## src/rtl/ti_adc_cal_ctrl.sv

```systemverilog
// rtl/ti_adc_cal_ctrl.sv - foreground offset calibration controller for a time-interleaved ADC
//
// Purpose: on a start request, shorts the ADC input to 0 V, waits for the
// analog front end to settle, then averages 2^Nacc_log2 codes from each
// slice in turn and stores the rounded mean as that slice's offset.
//
// Optional feature: define TI_ADC_CAL_CORRECT_EN to add adcout_corr, a
// registered, saturated adcin[k] - offset[k] for every slice.
//
// Ports:
//   clk          retimed ADC clock, rising edge
//   rstb         asynchronous active-low reset
//   start        calibration request, ignored while busy
//   adcin        Nti signed codes of Nadc bits, slice k at [k*Nadc +: Nadc]
//   cal_short    input short enable to the analog front end
//   slice_sel    slice currently being calibrated
//   offset       Nti stored signed offsets, same packing as adcin
//   busy         run in progress
//   done         one-cycle pulse at the end of a run
//   adcout_corr  (TI_ADC_CAL_CORRECT_EN only) offset-corrected codes

`timescale 1ns/1ps

module ti_adc_cal_ctrl #(
  parameter int Nadc      = 8,
  parameter int Nti       = 4,
  parameter int Nacc_log2 = 4,
  parameter int Nsettle   = 8
) (
  input  logic                                   clk,
  input  logic                                   rstb,
  input  logic                                   start,
  input  logic [Nti*Nadc-1:0]                    adcin,
  output logic                                   cal_short,
  output logic [((Nti > 1) ? $clog2(Nti) : 1)-1:0] slice_sel,
  output logic [Nti*Nadc-1:0]                    offset,
  output logic                                   busy,
  output logic                                   done
`ifdef TI_ADC_CAL_CORRECT_EN
  ,
  output logic [Nti*Nadc-1:0]                    adcout_corr
`endif
);

  localparam int SEL_W   = (Nti > 1) ? $clog2(Nti) : 1;
  localparam int ACC_W   = Nadc + Nacc_log2;
  localparam int ACC_N   = 1 << Nacc_log2;
  localparam int CNT_MAX = (Nsettle > ACC_N) ? Nsettle : ACC_N;
  localparam int CNT_W   = $clog2(CNT_MAX + 1);
  localparam int RND_SH  = (Nacc_log2 > 0) ? (Nacc_log2 - 1) : 0;
  localparam int RND     = (Nacc_log2 > 0) ? (1 << RND_SH) : 0;

  localparam logic signed [ACC_W:0] SAT_MAX = (ACC_W+1)'((1 << (Nadc - 1)) - 1);
  localparam logic signed [ACC_W:0] SAT_MIN = (ACC_W+1)'(-(1 << (Nadc - 1)));

  typedef enum logic [2:0] {
    S_IDLE,
    S_SETTLE,
    S_ACCUM,
    S_STORE,
    S_NEXT,
    S_DONE
  } state_t;

  state_t                   r_state;
  state_t                   w_next;

  logic [CNT_W-1:0]         r_cnt;
  logic signed [ACC_W-1:0]  r_acc;
  logic [SEL_W-1:0]         r_slice_sel;
  logic [Nti*Nadc-1:0]      r_offset;

  logic signed [Nadc-1:0]   w_sel_code;
  logic signed [ACC_W-1:0]  w_sel_ext;
  logic signed [ACC_W:0]    w_rnd;
  logic signed [ACC_W:0]    w_shf;
  logic signed [Nadc-1:0]   w_store;
  logic                     w_settle_last;
  logic                     w_accum_last;
  logic                     w_slice_last;
  logic                     w_busy;
  logic                     w_cal_short;
  logic                     w_done;

  assign w_sel_code    = adcin[r_slice_sel*Nadc +: Nadc];
  assign w_sel_ext     = ACC_W'(w_sel_code);
  assign w_settle_last = (r_cnt == CNT_W'(Nsettle - 1));
  assign w_accum_last  = (r_cnt == CNT_W'(ACC_N - 1));
  assign w_slice_last  = (r_slice_sel == SEL_W'(Nti - 1));

  // Round half up, then arithmetic shift; one guard bit keeps the +RND
  // from wrapping. With Nacc_log2=0 both RND and the shift vanish.
  assign w_rnd = (ACC_W+1)'(r_acc) + (ACC_W+1)'(RND);
  assign w_shf = w_rnd >>> Nacc_log2;

  always_comb begin
    w_store = w_shf[Nadc-1:0];
    if (w_shf > SAT_MAX) begin
      w_store = {1'b0, {(Nadc-1){1'b1}}};
    end else if (w_shf < SAT_MIN) begin
      w_store = {1'b1, {(Nadc-1){1'b0}}};
    end
  end

  always_ff @(posedge clk or negedge rstb) begin
    if (!rstb) begin
      r_state <= S_IDLE;
    end else begin
      r_state <= w_next;
    end
  end

  always_comb begin
    w_next      = r_state;
    w_busy      = 1'b1;
    w_cal_short = 1'b0;
    w_done      = 1'b0;
    case (r_state)
      S_IDLE: begin
        w_busy = 1'b0;
        if (start) w_next = S_SETTLE;
      end
      S_SETTLE: begin
        w_cal_short = 1'b1;
        if (w_settle_last) w_next = S_ACCUM;
      end
      S_ACCUM: begin
        w_cal_short = 1'b1;
        if (w_accum_last) w_next = S_STORE;
      end
      S_STORE: begin
        w_cal_short = 1'b1;
        w_next      = S_NEXT;
      end
      S_NEXT: begin
        w_cal_short = 1'b1;
        // Later slices reuse the already-settled short.
        w_next      = w_slice_last ? S_DONE : S_ACCUM;
      end
      S_DONE: begin
        w_done = 1'b1;
        w_next = S_IDLE;
      end
      default: begin
        w_busy = 1'b0;
        w_next = S_IDLE;
      end
    endcase
  end

  always_ff @(posedge clk or negedge rstb) begin
    if (!rstb) begin
      r_cnt       <= '0;
      r_acc       <= '0;
      r_slice_sel <= '0;
      r_offset    <= '0;
    end else begin
      case (r_state)
        S_IDLE: begin
          if (start) begin
            r_cnt       <= '0;
            r_slice_sel <= '0;
          end
        end
        S_SETTLE: begin
          if (w_settle_last) begin
            r_cnt <= '0;
            r_acc <= '0;
          end else begin
            r_cnt <= r_cnt + 1'b1;
          end
        end
        S_ACCUM: begin
          r_acc <= r_acc + w_sel_ext;
          if (w_accum_last) begin
            r_cnt <= '0;
          end else begin
            r_cnt <= r_cnt + 1'b1;
          end
        end
        S_STORE: begin
          r_offset[r_slice_sel*Nadc +: Nadc] <= w_store;
        end
        S_NEXT: begin
          if (!w_slice_last) begin
            r_slice_sel <= r_slice_sel + 1'b1;
            r_acc       <= '0;
            r_cnt       <= '0;
          end
        end
        default: begin
        end
      endcase
    end
  end

  assign busy      = w_busy;
  assign cal_short = w_cal_short;
  assign done      = w_done;
  assign slice_sel = r_slice_sel;
  assign offset    = r_offset;

`ifdef TI_ADC_CAL_CORRECT_EN
  for (genvar k = 0; k < Nti; k++) begin : g_corr
    logic signed [Nadc:0]   w_diff;
    logic [Nadc-1:0]        w_sat;
    logic [Nadc-1:0]        r_corr;

    assign w_diff = (Nadc+1)'($signed(adcin[k*Nadc +: Nadc]))
                  - (Nadc+1)'($signed(r_offset[k*Nadc +: Nadc]));

    // Top two bits differ only when the difference left the Nadc range.
    always_comb begin
      w_sat = w_diff[Nadc-1:0];
      if (w_diff[Nadc] != w_diff[Nadc-1]) begin
        w_sat = w_diff[Nadc] ? {1'b1, {(Nadc-1){1'b0}}} : {1'b0, {(Nadc-1){1'b1}}};
      end
    end

    always_ff @(posedge clk or negedge rstb) begin
      if (!rstb) begin
        r_corr <= '0;
      end else begin
        r_corr <= w_sat;
      end
    end

    assign adcout_corr[k*Nadc +: Nadc] = r_corr;
  end
`endif

endmodule
```

## config.mk

```make
export PLATFORM = sky130hd
export DESIGN_NAME = ti_adc_cal_ctrl
export DESIGN_NICKNAME = d
export VERILOG_FILES = /design/src/rtl/ti_adc_cal_ctrl.sv
export SDC_FILE = /design/constraint.sdc
export NUM_CORES = 1
export LEC_CHECK = 0
export CAP_MARGIN = 20
export CORE_UTILIZATION = 50
export CTS_CLUSTER_DIAMETER = 100
export DETAILED_ROUTE_END_ITERATION = 6
export PLACE_DENSITY_LB_ADDON = 0.2
export SYNTH_ARGS = -nofsm -noshare
export SYNTH_HDL_FRONTEND = slang
export SYNTH_SLANG_ARGS = --single-unit
```

## constraint.sdc

```tcl
create_clock -name clk -period 7.9 [get_ports clk]
set_clock_uncertainty 0.15 [all_clocks]
set_input_delay 1.58 -clock clk [delete_from_list [all_inputs] [get_ports clk]]
set_output_delay 1.58 -clock clk [all_outputs]
set_load 0.01 [all_outputs]
```

==> run metrics <==
worst hold slack 338 ps; register bit total from synthesis 54; outcome complete, no violations; worst hold path class reg -> reg; RSZ-0062 raised after global routing no; initial antenna violation count 0; most common cell after layout, fill and taps aside clkdlybuf4s50_1; CP Data Required Time 7950 ps; Critical Path Max Stage Delay 510 ps; VDD IR max 0.153 mV; first-pass GRT wire length 11600 um; CP max FO 3; ys async rst share 1.00; FF-to-FF path depth 9; Hold Fails Final Rpt 0; vias per inst 5.81; # diodes 0; Max clock buf depth 2; placed inst area 3930 um^2; H-tree depth 2; I/O pins 72; post-CTS resize count 0; crit path to r_acc[8]; Setup crit start kind primary input; Core ar. 6030 um^2; Die Width 81.6 um; chip height 81.6 um; post-route clock period utilization 0.530; r2r setup slk 4330 ps; NetSw 554 uW; drt initial violations 118; CTS tree yes; total negative setup slack 0 ps; Primary FF master, synth dfrtp_1; vias in the first global route 2553; Synth Net Count 366; Max Cap Viol 0; initial core utilization 0.526; Cells after Synth 309; final setup vio count 0; Synth cell types 48; pin count of the biggest net entering global routing 55; CP Capture Type flop; clk_lat worst skew 320 ps; Max Slew Vio Count 0; hpwl dp 5370 um; area grow syn2layout 27.2%; R2R Path End r_acc[8]; post-route ant nets 0; routed wire length 6990 um; cts hold-fix bufs 0; most frequent cells in the layout clkdlybuf4s50_1, dfrtp_1, nand2_1; Comb pwr share 0.528; mean post-synth cell area 10.3 um^2; WS Path Type in -> reg; fin area 4030 um^2; Ys Warns 0; PwrDens 330 nW/um^2; drt pass-1 iters 4; layout cells sized above 1 0.0630; Die Area 6660 um^2; Avg WL per Cell 15.3 um; CTS clk-pin slew, worst paths 110 ps; Seq pwr share 0.345; row count 28; Mapped Area 3170 um^2; CP Data Arrival Time 4240 ps; DRC Markers 0; leak pwr 0.00170 uW; internal power 777 uW; min cycle time layout 4190 ps; clk root buf clkbuf_8; via count 2651; Least-Margin Pin Slew 817 ps; Switching Fraction 0.416; setup bufs post-CTS 0; worst r2r src slice_sel[0]; crit-path cells clkdlybuf4s50_1, mux4_1, ha_1, fa_1, a21o_1, a211oi_1, o21ai_0, a21oi_1, xnor2_1, a22o_1; I/O Buffers 71; Critical Path Start adcin[8]; Clk pwr share 0.127; Power, Total 1330 uW; Remaining Overflow, GRT 0; fin nets 437; Sink Count 54; Global Route Usage Sum 0.228; Slew headroom 0.455; TritonCTS buffer count 5; routability cong. 0.902; max frequency 239 MHz; Critical-path top delay cell mux4_1; Post-synth EDFFs 0; sequential fraction of the synthesis area 0.426
## flip-flops by register name, summed over array words and instances (netlist names)
register / flops
r_state: 3
r_acc: 12
offset: 32
slice_sel: 2
r_cnt: 5
## cells in the mapped netlist, drive strengths merged, types with 2 or more instances
library cell,number,area [um^2]
inv,9,33.8
nand4,4,25.0
o211ai,3,22.5
xnor2,9,78.8
a21oi,16,80.1
nand2b,5,31.3
ha,21,263
a22o,31,272
a31oi,2,12.5
xor2,2,17.5
nor2,19,78.8
nand2,38,150
mux4,8,188
nor2b,5,31.3
nor4,3,25.0
nor3,4,20.0
nand3,6,30.0
clkbuf,4,15.0
o2bb2ai,2,17.5
mux2i,2,20.0
dfrtp,54,1350
o21ai,29,145
and3,3,18.8
a211oi,3,22.5
o21a,6,45.0
a21o,2,15.0
buf,5,36.3
## power by group through the flow
stage / Clock (uW) / Combinational [uW] / Sequential (uW)
4_1_cts: 170 / 705 / 457
6_report: 169 / 703 / 459
5_1_grt: 184 / 786 / 471
2_1_floorplan: 0 / 523 / 428
3_5_place_dp: 0 / 704 / 462
3_3_place_gp: 0 / 683 / 459
## kinds of logic (layout without fill, tap and decap cells)
group           after synthesis  after routing  synth area share
flops                        54             54             0.426
simple gates                 91             91             0.138
buf+inv                      18             90            0.0268
fa+ha+maj                    22             22            0.0892
mux                          11             11            0.0691
compound gates              102            102             0.220
xor+xnor                     11             11            0.0304
## area by class of cell
cell class | instances | area [um^2]
repair buffers | 73 | 721
inverters | 9 | 33.8
flip-flops and latches | 54 | 1350
well taps | 75 | 93.8
clock inverters | 2 | 16.3
multi-input cells | 237 | 1730
fillers | 501 | 1990
clock buffers | 6 | 82.6
## metal layers
layer,share of wire,vias up,GRT usage
li1,-,1301,-
met1,0.45,1265,0.282
met2,0.50,76,0.412
met3,0.038,9,0.0356
met4,0.012,0,0.0614
met5,0,-,0
## stage by stage
stage                     std cells  utilization  setup slack [ps]
after CTS                       455        0.668              3700
final                           456        0.669              3710
after global placement          447        0.652              3420
after floorplan                 309            -              3940
after detailed placement        447        0.652              3370
after global routing            456        0.669              3540
## worst max-delay path, delay by kind of cell
family                   cells  cell delay [ps]
AO/OA/AOI/OAI                5             1040
XOR/XNOR                     1               80
adder cells (fa/ha/maj)      2              650
buffers and inverters        1              390
multiplexers                 1              510
## worst min-delay path by stage
stage | start | to | slack, ps | depth (start not counted)
floorplan | r_acc[0] | r_acc[0] | 330 | 1
global placement | offset[15] | offset[15] | 310 | 2
detailed placement | offset[4] | offset[4] | 320 | 2
CTS | offset[4] | offset[4] | 350 | 2
global route | offset[15] | offset[15] | 360 | 2
finish | offset[4] | offset[4] | 340 | 2
Note: power is estimated with default switching activity, not from simulation.
==> variant: new RTL, config.mk and constraints unchanged <==
Build with the macro `TI_ADC_CAL_CORRECT_EN` defined.
--- a/src/rtl/ti_adc_cal_ctrl.sv
+++ b/src/rtl/ti_adc_cal_ctrl.sv
@@ -22,4 +22,6 @@
 `timescale 1ns/1ps
 
+`define TI_ADC_CAL_CORRECT_EN
+
 module ti_adc_cal_ctrl #(
   parameter int Nadc      = 8,
Formal check against the unedited RTL (old outputs only; new: adcout_corr): equivalent (Yosys induction, for registers that start in step).
==> variant against the unedited design <==
  * Routed wire length is 110% higher
  * Die area grew 74%
  * Sequential cell count up 32
  * Cell area up 74%
  * Clock power grew 110%
  * Total power up 39%
  * Worst setup slack worse by 0.15 ns
  * Synthesized area rose by 76%
  * Largest power group unchanged
  * Utilization down 2.3 points
  * Synthesized cell count up 89%
==> variant: results <==
[run_status]
run_status = completed

[place]
place_hpwl_um = 11700
gp_congestion = 0.932
dpl_cell_area_mm2 = 0.00674
port_buffers = 103
dp.cells = 816
dp_slack_ns = 3.21

[clock_tree]
clk_latency_ns = 0.38
cts_htree_levels = 3
cts_buffers = 9
cts-resized-gates = 0
hold_buffers = 0
clk_pin_slew_worst_paths_ns = 0.08

[logic_synthesis]
muxShareOfSynthArea_pct = 3.79
synth-seq-area-share_pct = 38.6
synthTopCellsByArea = dfrtp_1 39%, ha_1 12%, o21ai_0 5.1%
synth_xor_xnor_area_share_pct = 5.03
synthAdderAreaFrac_pct = 13.7
synth_compound_area_share_pct = 22.7
yosys.cell_types.count = 55
syn_avg_cell_area_um2 = 9.56
synthTopCellsByCount = 86 x dfrtp_1, 57 x inv_1, 57 x o21ai_0, 53 x ha_1, 48 x nand2_1
syn-num-nets = 676
yosysWarnings = 0

[global_route]
gr-usage-met3_pct = 4.30
met2_usage_pct = 46.2
grt_pass1_wl_um = 24300
grtUsageMet1_pct = 35.5
grt_use_total_pct = 27.9
grt_max_degree = 87
grt_pass1_vias = 4793

[critical_path]
slowest_stage = mux4_2
cpPeakStageDelay_ns = 0.49
arrival_ns = 4.45
r2r_cells = 10

[power_and_ir_drop]
p_int_uw = 1130
seqPwrFrac_pct = 33.4
power_density_mw_per_mm2 = 264
comb_power_share_pct = 47.2
ir_drop_v = 0.000172
leakage_uw = 0.00302

[finish]
layout.nets = 782
drive_gt1_share_pct = 5.19

[drt]
num_vias = 4869
wl_per_cell_um = 18.0
vias_per_cell = 5.84
drt_iter0_drc = 311

[hold_path]
hold_depth = 1

[timing]
tightestPinTransition_ns = 1.11
variant: cell count changes after synthesis, moves of 11 or more:
cell     delta
nand2_1    +13
a21oi_1    +11
ha_1       +32
xor2_1     +15
nor3_1     +13
o21ai_0    +29
inv_1      +48
dfrtp_1    +32
variant: metal layers:
metal  wire length (um)  up-vias
met1               6540     2349
met5                  0        -
met4                497        0
li1                   -     2330
met3                691       38
met2               7250      152
variant: final cells by class:
class                   instances  area, um^2
well taps                     140         175
multi-input cells             429        3170
inverters                      58         218
clock buffers                  11         151
fillers                       947        3830
clock inverters                 5        81.3
repair buffers                105        1060
flip-flops and latches         86        2150
variant: worst paths after layout:
path	slack, ns	startpoint	to
max in group asynchronous	6.02	rstb	g_corr[3].r_corr[7]
setup / recovery	3.56	adcin[16]	r_acc[10]
setup reg to reg	4.36	slice_sel[1]	r_acc[10]
hold reg to reg	0.38	r_cnt[2]	r_cnt[2]
min in group asynchronous	0.95	rstb	g_corr[1].r_corr[5]
hold / removal	0.38	r_cnt[2]	r_cnt[2]
